--- config.mk ---
export PLATFORM = sky130hd
export DESIGN_NAME = fifo_stream_reader
export DESIGN_NICKNAME = d
export VERILOG_FILES = /design/src/rtl/fifo_pkg.sv /design/src/rtl/stream_skid_buf.sv /design/src/rtl/fifo_stream_reader.sv
export SDC_FILE = /design/constraint.sdc
export NUM_CORES = 1
export LEC_CHECK = 0
export ABC_AREA = 1
export CORE_ASPECT_RATIO = 0.7
export CORE_MARGIN = 2
export CORE_UTILIZATION = 55
export CTS_BUF_LIST = sky130_fd_sc_hd__clkbuf_8
export DETAILED_ROUTE_END_ITERATION = 7
export PLACE_DENSITY = 0.86
export SYNTH_ARGS = -nofsm -noshare
export SYNTH_HDL_FRONTEND = slang
export SYNTH_SLANG_ARGS = --single-unit
--- constraint.sdc ---
create_clock -name clk -period 2.1 [get_ports clk]
set_input_delay 0.525 -clock clk [delete_from_list [all_inputs] [get_ports clk]]
set_output_delay 0.525 -clock clk [all_outputs]
set_load 0.1 [all_outputs]
--- src/rtl/fifo_pkg.sv ---
// fifo_pkg: shared stream beat type and skid-buffer occupancy encoding.
package fifo_pkg;
  localparam logic [1:0] OCC_EMPTY = 2'd0;
  localparam logic [1:0] OCC_ONE   = 2'd1;
  localparam logic [1:0] OCC_TWO   = 2'd2;
  typedef struct packed {
    logic       last;
    logic [7:0] data;
  } stream_beat_t;
endpackage

--- src/rtl/stream_skid_buf.sv ---
// stream_skid_buf: 2-entry valid/ready skid buffer; head drives the stream outputs.
module stream_skid_buf import fifo_pkg::*; #(
  parameter type beat_t = stream_beat_t
) (
  input  logic       clk,
  input  logic       reset,
  input  logic       in_valid,
  input  beat_t      in_beat,
  input  logic       out_ready,
  output beat_t      out_beat,
  output logic       out_valid,
  output logic [1:0] occ
);
  beat_t head, skid;
  logic [1:0] occ_q;
  logic pop, head_ld, skid_ld;
  always_comb begin
    pop = out_valid & out_ready;
    head_ld = pop | (in_valid & (occ_q == OCC_EMPTY));
    skid_ld = in_valid & (occ_q == (pop ? OCC_TWO : OCC_ONE));
  end
  // On a pop the skid moves to head; with one entry a simultaneous capture lands in head directly.
  always_ff @(posedge clk) begin
    if (reset) begin
      head  <= '0;
      skid  <= '0;
      occ_q <= OCC_EMPTY;
    end else begin
      if (head_ld) head <= (occ_q == OCC_TWO) ? skid : in_beat;
      if (skid_ld) skid <= in_beat;
      occ_q <= occ_q + 2'(in_valid) - 2'(pop);
    end
  end
  assign out_beat  = head;
  assign out_valid = occ_q != OCC_EMPTY;
  assign occ       = occ_q;
endmodule

--- src/rtl/fifo_stream_reader.sv ---
// fifo_stream_reader: drains a sync FIFO into a registered valid/ready stream with frame markers.
module fifo_stream_reader import fifo_pkg::*; #(
  parameter int DATA_WIDTH = 8,
  parameter int FRAME_LEN  = 4,
  parameter int FCNT_WIDTH = 16
) (
  input  logic                  clk,
  input  logic                  reset,
  input  logic                  en,
  input  logic                  fifo_empty,
  input  logic [DATA_WIDTH-1:0] fifo_dout,
  output logic                  fifo_rd_en,
  output logic [DATA_WIDTH-1:0] m_data,
  output logic                  m_valid,
  output logic                  m_last,
  input  logic                  m_ready,
  output logic [FCNT_WIDTH-1:0] frames_done,
  output logic                  busy
);
  localparam int IW = FRAME_LEN > 1 ? $clog2(FRAME_LEN) : 1;
  typedef struct packed {
    logic                  last;
    logic [DATA_WIDTH-1:0] data;
  } beat_t;
  logic [IW-1:0] idx;
  logic [1:0] occ;
  logic pop, idx_last;
  beat_t in_beat, head;
  always_comb begin
    pop = m_valid & m_ready;
    idx_last = idx == IW'(FRAME_LEN - 1);
    fifo_rd_en = ~reset & en & ~fifo_empty & ((occ != OCC_TWO) | pop);
    in_beat = '{last: idx_last, data: fifo_dout};
  end
  // Word index advances at capture time so frame position survives back-pressure.
  always_ff @(posedge clk) begin
    if (reset) begin
      idx         <= '0;
      frames_done <= '0;
    end else begin
      if (fifo_rd_en) idx <= idx_last ? '0 : IW'(idx + 1'b1);
      if (pop & m_last) frames_done <= frames_done + 1'b1;
    end
  end
  stream_skid_buf #(.beat_t(beat_t)) u_skid (
    .clk      (clk),
    .reset    (reset),
    .in_valid (fifo_rd_en),
    .in_beat  (in_beat),
    .out_ready(m_ready),
    .out_beat (head),
    .out_valid(m_valid),
    .occ      (occ)
  );
  assign m_data = head.data;
  assign m_last = head.last;
  assign busy   = occ != OCC_EMPTY;
endmodule

======== Word level (Yosys, flattened, before mapping) ========
Index checks and enable logic that the tools add are counted.
W data, S select, Z words.
cells by class
  add/subtract/negate cells ............... 4
  equal/unequal tests ..................... 4
  mux-type cells .......................... 3
  bitwise gates (word level) .............. 11
  reductions and logical operators ........ 2
operators with widths
  kind                     number
  $add A16 B1 Y16 const B  1
  $mux W9                  1
  $and A1 B1 Y1            7
  $eq A2 B2 Y1 const B     2
  $mux W2                  2
  $add A2 B1 Y2            1
  $add A2 B1 Y2 const B    1
  $eq A2 B2 Y1             1
  $logic_not A2 Y1         1
  $ne A2 B2 Y1 const B     1
  $not A1 Y1               2
  $or A1 B1 Y1             2
  $reduce_bool A2 Y1       1
  $sub A2 B1 Y2            1
storage, ports and cells
  register bits ........................... 38
  input bits .............................. 13
  output and inout port bits .............. 28
  word-level logic and storage cells ...... 31

======== Longest topological paths before layout ========
  depth in word-level cells ............... 6
  gate-level depth with buffers ........... 9
  gate-level depth less buffers ........... 9

======== Hierarchy ========
Synthesis repeated with hierarchy kept, for this count alone.
unflattened totals
  cells, all modules ...................... 305
  area, all modules ....................... 2029.4 um^2
by module, submodules not included
  module              instances  cells each  area each (um^2)  seq. area each (um^2)
  stream_skid_buf     1          159         1051.0            400.4
  fifo_stream_reader  1          146         978.4             360.3

======== Worst setup path after synthesis ========
No wires, ideal clock.
  path type ............................... input port to flip-flop
  from .................................... in reset
  to ...................................... reg u_skid.occ_q[1] (netlist: u_skid.occ[1])
  library setup time ...................... 120 ps
  data arrival time ....................... 1983 ps
  data required time ...................... 1980 ps
  path slack .............................. -4 ps
  cell stages on the path ................. 9
  buffers on the path ..................... 0
  cell sequence ........................... inv_2 -> nand2_4 -> nor2_8 -> nand2_1 -> inv_1 -> ha_1 -> inv_1 -> o21ai_0 -> a21oi_1
between the ends
  longest elaborated chain between the ends .. 6
ends and longest elaborated chain
  element                     RTL line                  source
  start, declared             fifo_stream_reader.sv:8   input logic reset,
  $not A1 Y1                  fifo_stream_reader.sv:32  fifo_rd_en = ~reset & en & ~fifo_empty & ((occ != OCC_TWO) | pop);
  $and A1 B1 Y1 (3 in a row)  fifo_stream_reader.sv:32
  via fifo_rd_en              fifo_stream_reader.sv:12  output logic fifo_rd_en,
  $add A2 B1 Y2               stream_skid_buf.sv:31     occ_q <= occ_q + 2'(in_valid) - 2'(pop);
  $sub A2 B1 Y2               stream_skid_buf.sv:31
  end signal, assigned        stream_skid_buf.sv:31
  end, declared               stream_skid_buf.sv:15     logic [1:0] occ_q;
The timed path passes the listed nets, and every way through them passes these cells.
A chain may end at the register's enable or synchronous reset.

======== Final worst setup path ========
  from .................................... in m_ready
  to ...................................... out fifo_rd_en
between the ends
  longest elaborated chain between the ends .. 3
ends and longest elaborated chain
  element          RTL line                  source
  start, declared  fifo_stream_reader.sv:16  input logic m_ready,
  $and A1 B1 Y1    fifo_stream_reader.sv:30  pop = m_valid & m_ready;
  $or A1 B1 Y1     fifo_stream_reader.sv:32
  $and A1 B1 Y1    fifo_stream_reader.sv:32
  end, declared    fifo_stream_reader.sv:12
Every way passes these cells.

==> reports/results.txt <==
Post-synth EDFFs -> 0
initial antenna violation count -> 0
Hold Crit Class -> reg2reg
Post-CTS Setup Inserts -> 0
maximum clock path buffer count -> 2
CTS tree -> yes
count leader, synth -> nand2_1
drt pass-1 iters -> 4
minimum clock period -> 2.05 ns
run status -> finished, final reports clean
post-cts gate resize count -> 2
Synth Register Bits -> 38
Pwr Density -> 623 nW/um2
first-pass GRT wire length -> 7.23 mm
WL/cell -> 11.7 um
gpl congestion -> 0.802
critical path class -> in2out
CTS HTree Levels -> 2
Initial Util -> 0.568
layout cells sized above 1 -> 0.242
Yosys warnings -> 0
Area Overhead vs Synth -> 32.4%
total of max-cap violations -> 0
Slew Limit Headroom -> 0.752
R2R setup slack -> 0.54 ns
# rows -> 18
Synth area leader -> dfxtp_1
Synth Flop Type -> dfxtp_1
total grt overflow -> 0
Antenna diodes -> 0
die area -> 4080 um2
largest net degree at the start of global routing -> 25
Post-DP Area -> 2520 um2
final hold violation count -> 0
vias in the first global route -> 1,632
post-route cell area -> 2610 um2
die width -> 75.5 um
fmax -> 0.488 GHz
period utilization -> 0.976
fin nets -> 347
worst slew pin tran -> 0.371 ns
crit start category -> input port
Die Y-Extent -> 54.1 um
Detail Route Antenna Nets -> 0
number of buffers added on ports -> 40
Cell Area, Synth -> 1970 um2
CTS sink cnt -> 38
Synth area leaders -> dfxtp_1 (39%), nand2_1 (13%), nor2_1 (6.3%), inv_1 (5.9%), nand3_1 (5.1%)
Worst-path clk slew -> 0.06 ns
crit end category -> output port
num ports -> 41
Iter 0 DRT Violations -> 160
latest clock arrival within the worst-skew pair -> 0.29 ns
Vias -> 1,894
worst-path fanout max -> 2
Core Box Area -> 3470 um2
TritonCTS Buffers -> 5
area share of the largest cell type after synthesis -> 0.386
via/cell ratio -> 4.98
Hold Buf Count CTS -> 0
Crit path required time -> 1.57 ns
Tot GR Track Use -> 0.240
top cells by count, synth -> nand2_1 (70), dfxtp_1 (38), nor2_1 (33)
Routed WL -> 4.44 mm
leakage -> 1.13 nW
clock skew -> 0.00612 ns
Syn Nets -> 295
sequential-to-total area share from yosys stat -> 0.386
average size of a mapped cell -> 7.06 um2
setup violators final -> 0
Clock Root Buffer -> clkbuf_8
Synth Instances -> 279
RSZ-0062 raised after global routing -> false
Slew Viols, Final -> 0
post-detail-place hpwl -> 3.33 mm
post-synth cell types -> 31
drc violations -> 0
Arr. time, crit path -> 1.53 ns
Tot Pwr -> 1.62 mW
Post-synth ARST share -> 0
Max VDD drop -> 443 uV
[state kept, by name, summed over array words and instances (netlist names)]
name             count
u_skid.occ           2
u_skid.skid          9
idx                  2
u_skid.out_beat      9
frames_done         16
[final cells by class]
type | instances | area, um2
clock buffer | 6 | 82.6
fill | 281 | 861
inverter | 34 | 131
multi-input combinational | 200 | 1030
sequential | 38 | 761
tap | 50 | 62.6
timing repair buffer | 52 | 537
[metrics by stage]
step           cells  worst slack, ns  TNS (ns)  utilization  hold WS, ns
3_3_place_gp     374           -0.118    -0.207        0.726        0.460
4_1_cts          380          0.00116         0        0.750        0.481
6_report         380           0.0495         0        0.752        0.474
2_1_floorplan    279           0.0349         0            -        0.449
3_5_place_dp     374           -0.102    -0.200        0.726        0.468
5_1_grt          380           0.0108         0        0.752        0.501
[where the power goes]
group	switching (mW)	total [mW]	internal, mW
clock network	0.232	0.485	0.253
registers	0.0186	0.762	0.743
logic	0.261	0.378	0.117
total	0.512	1.62	1.11
[worst max-delay path: stages]
cell,delay (ns)
clkdlybuf4s50_1,0.45
inv_2,0.09
nand2_2,0.06
nand2_2,0.09
clkinvlp_4,0.12
buf_12,0.18
[metal layers]
| metal | GRT usage | vias to the layer above | routed length [um] |
|---|---|---|---|
| met4 | 0.0760 | 0 | 56 |
| li1 | - | 983 | - |
| met5 | 0 | - | 0 |
| met3 | 0.0655 | 7 | 300 |
| met2 | 0.352 | 54 | 1920 |
| met1 | 0.343 | 850 | 2160 |
[placed cells by master, fill, tap and decap left out, drive strengths merged]
cell type and count:
nand2 75, nor2 51, buf 40, dfxtp 38, inv 33, nand3 24, a21oi 17, o21ai 15
clkdlybuf4s50 9, nand4 7, clkbuf 6, ha 3, xor2 2, xnor2 2, dlymetal6s2s 2, clkinvlp 1
o31ai 1, nor3 1, a31oi 1, and2 1, dlygate4sd2 1
[final timing paths]
kind,from,endpoint,cells after the start
max,m_ready,fifo_rd_en,6
min,idx[0]$_SDFFE_PP0P_,idx[0]$_SDFFE_PP0P_,1
max reg2reg,u_skid.occ[0]$_SDFF_PP0_,u_skid.occ[1]$_SDFF_PP0_,8
min reg2reg,idx[0]$_SDFFE_PP0P_,idx[0]$_SDFFE_PP0P_,1
[kinds of logic (layout without fill, tap and decap cells)]
| kind of cell | Yosys count | after routing | synth area share |
|---|---|---|---|
| fa+ha+maj | 3 | 3 | 0.0191 |
| flops | 38 | 38 | 0.386 |
| buf+inv | 41 | 92 | 0.0902 |
| simple gates | 159 | 159 | 0.396 |
| xor+xnor | 4 | 4 | 0.0178 |
| compound gates | 34 | 34 | 0.0902 |
No activity file was read; power rests on OpenSTA's default activity.
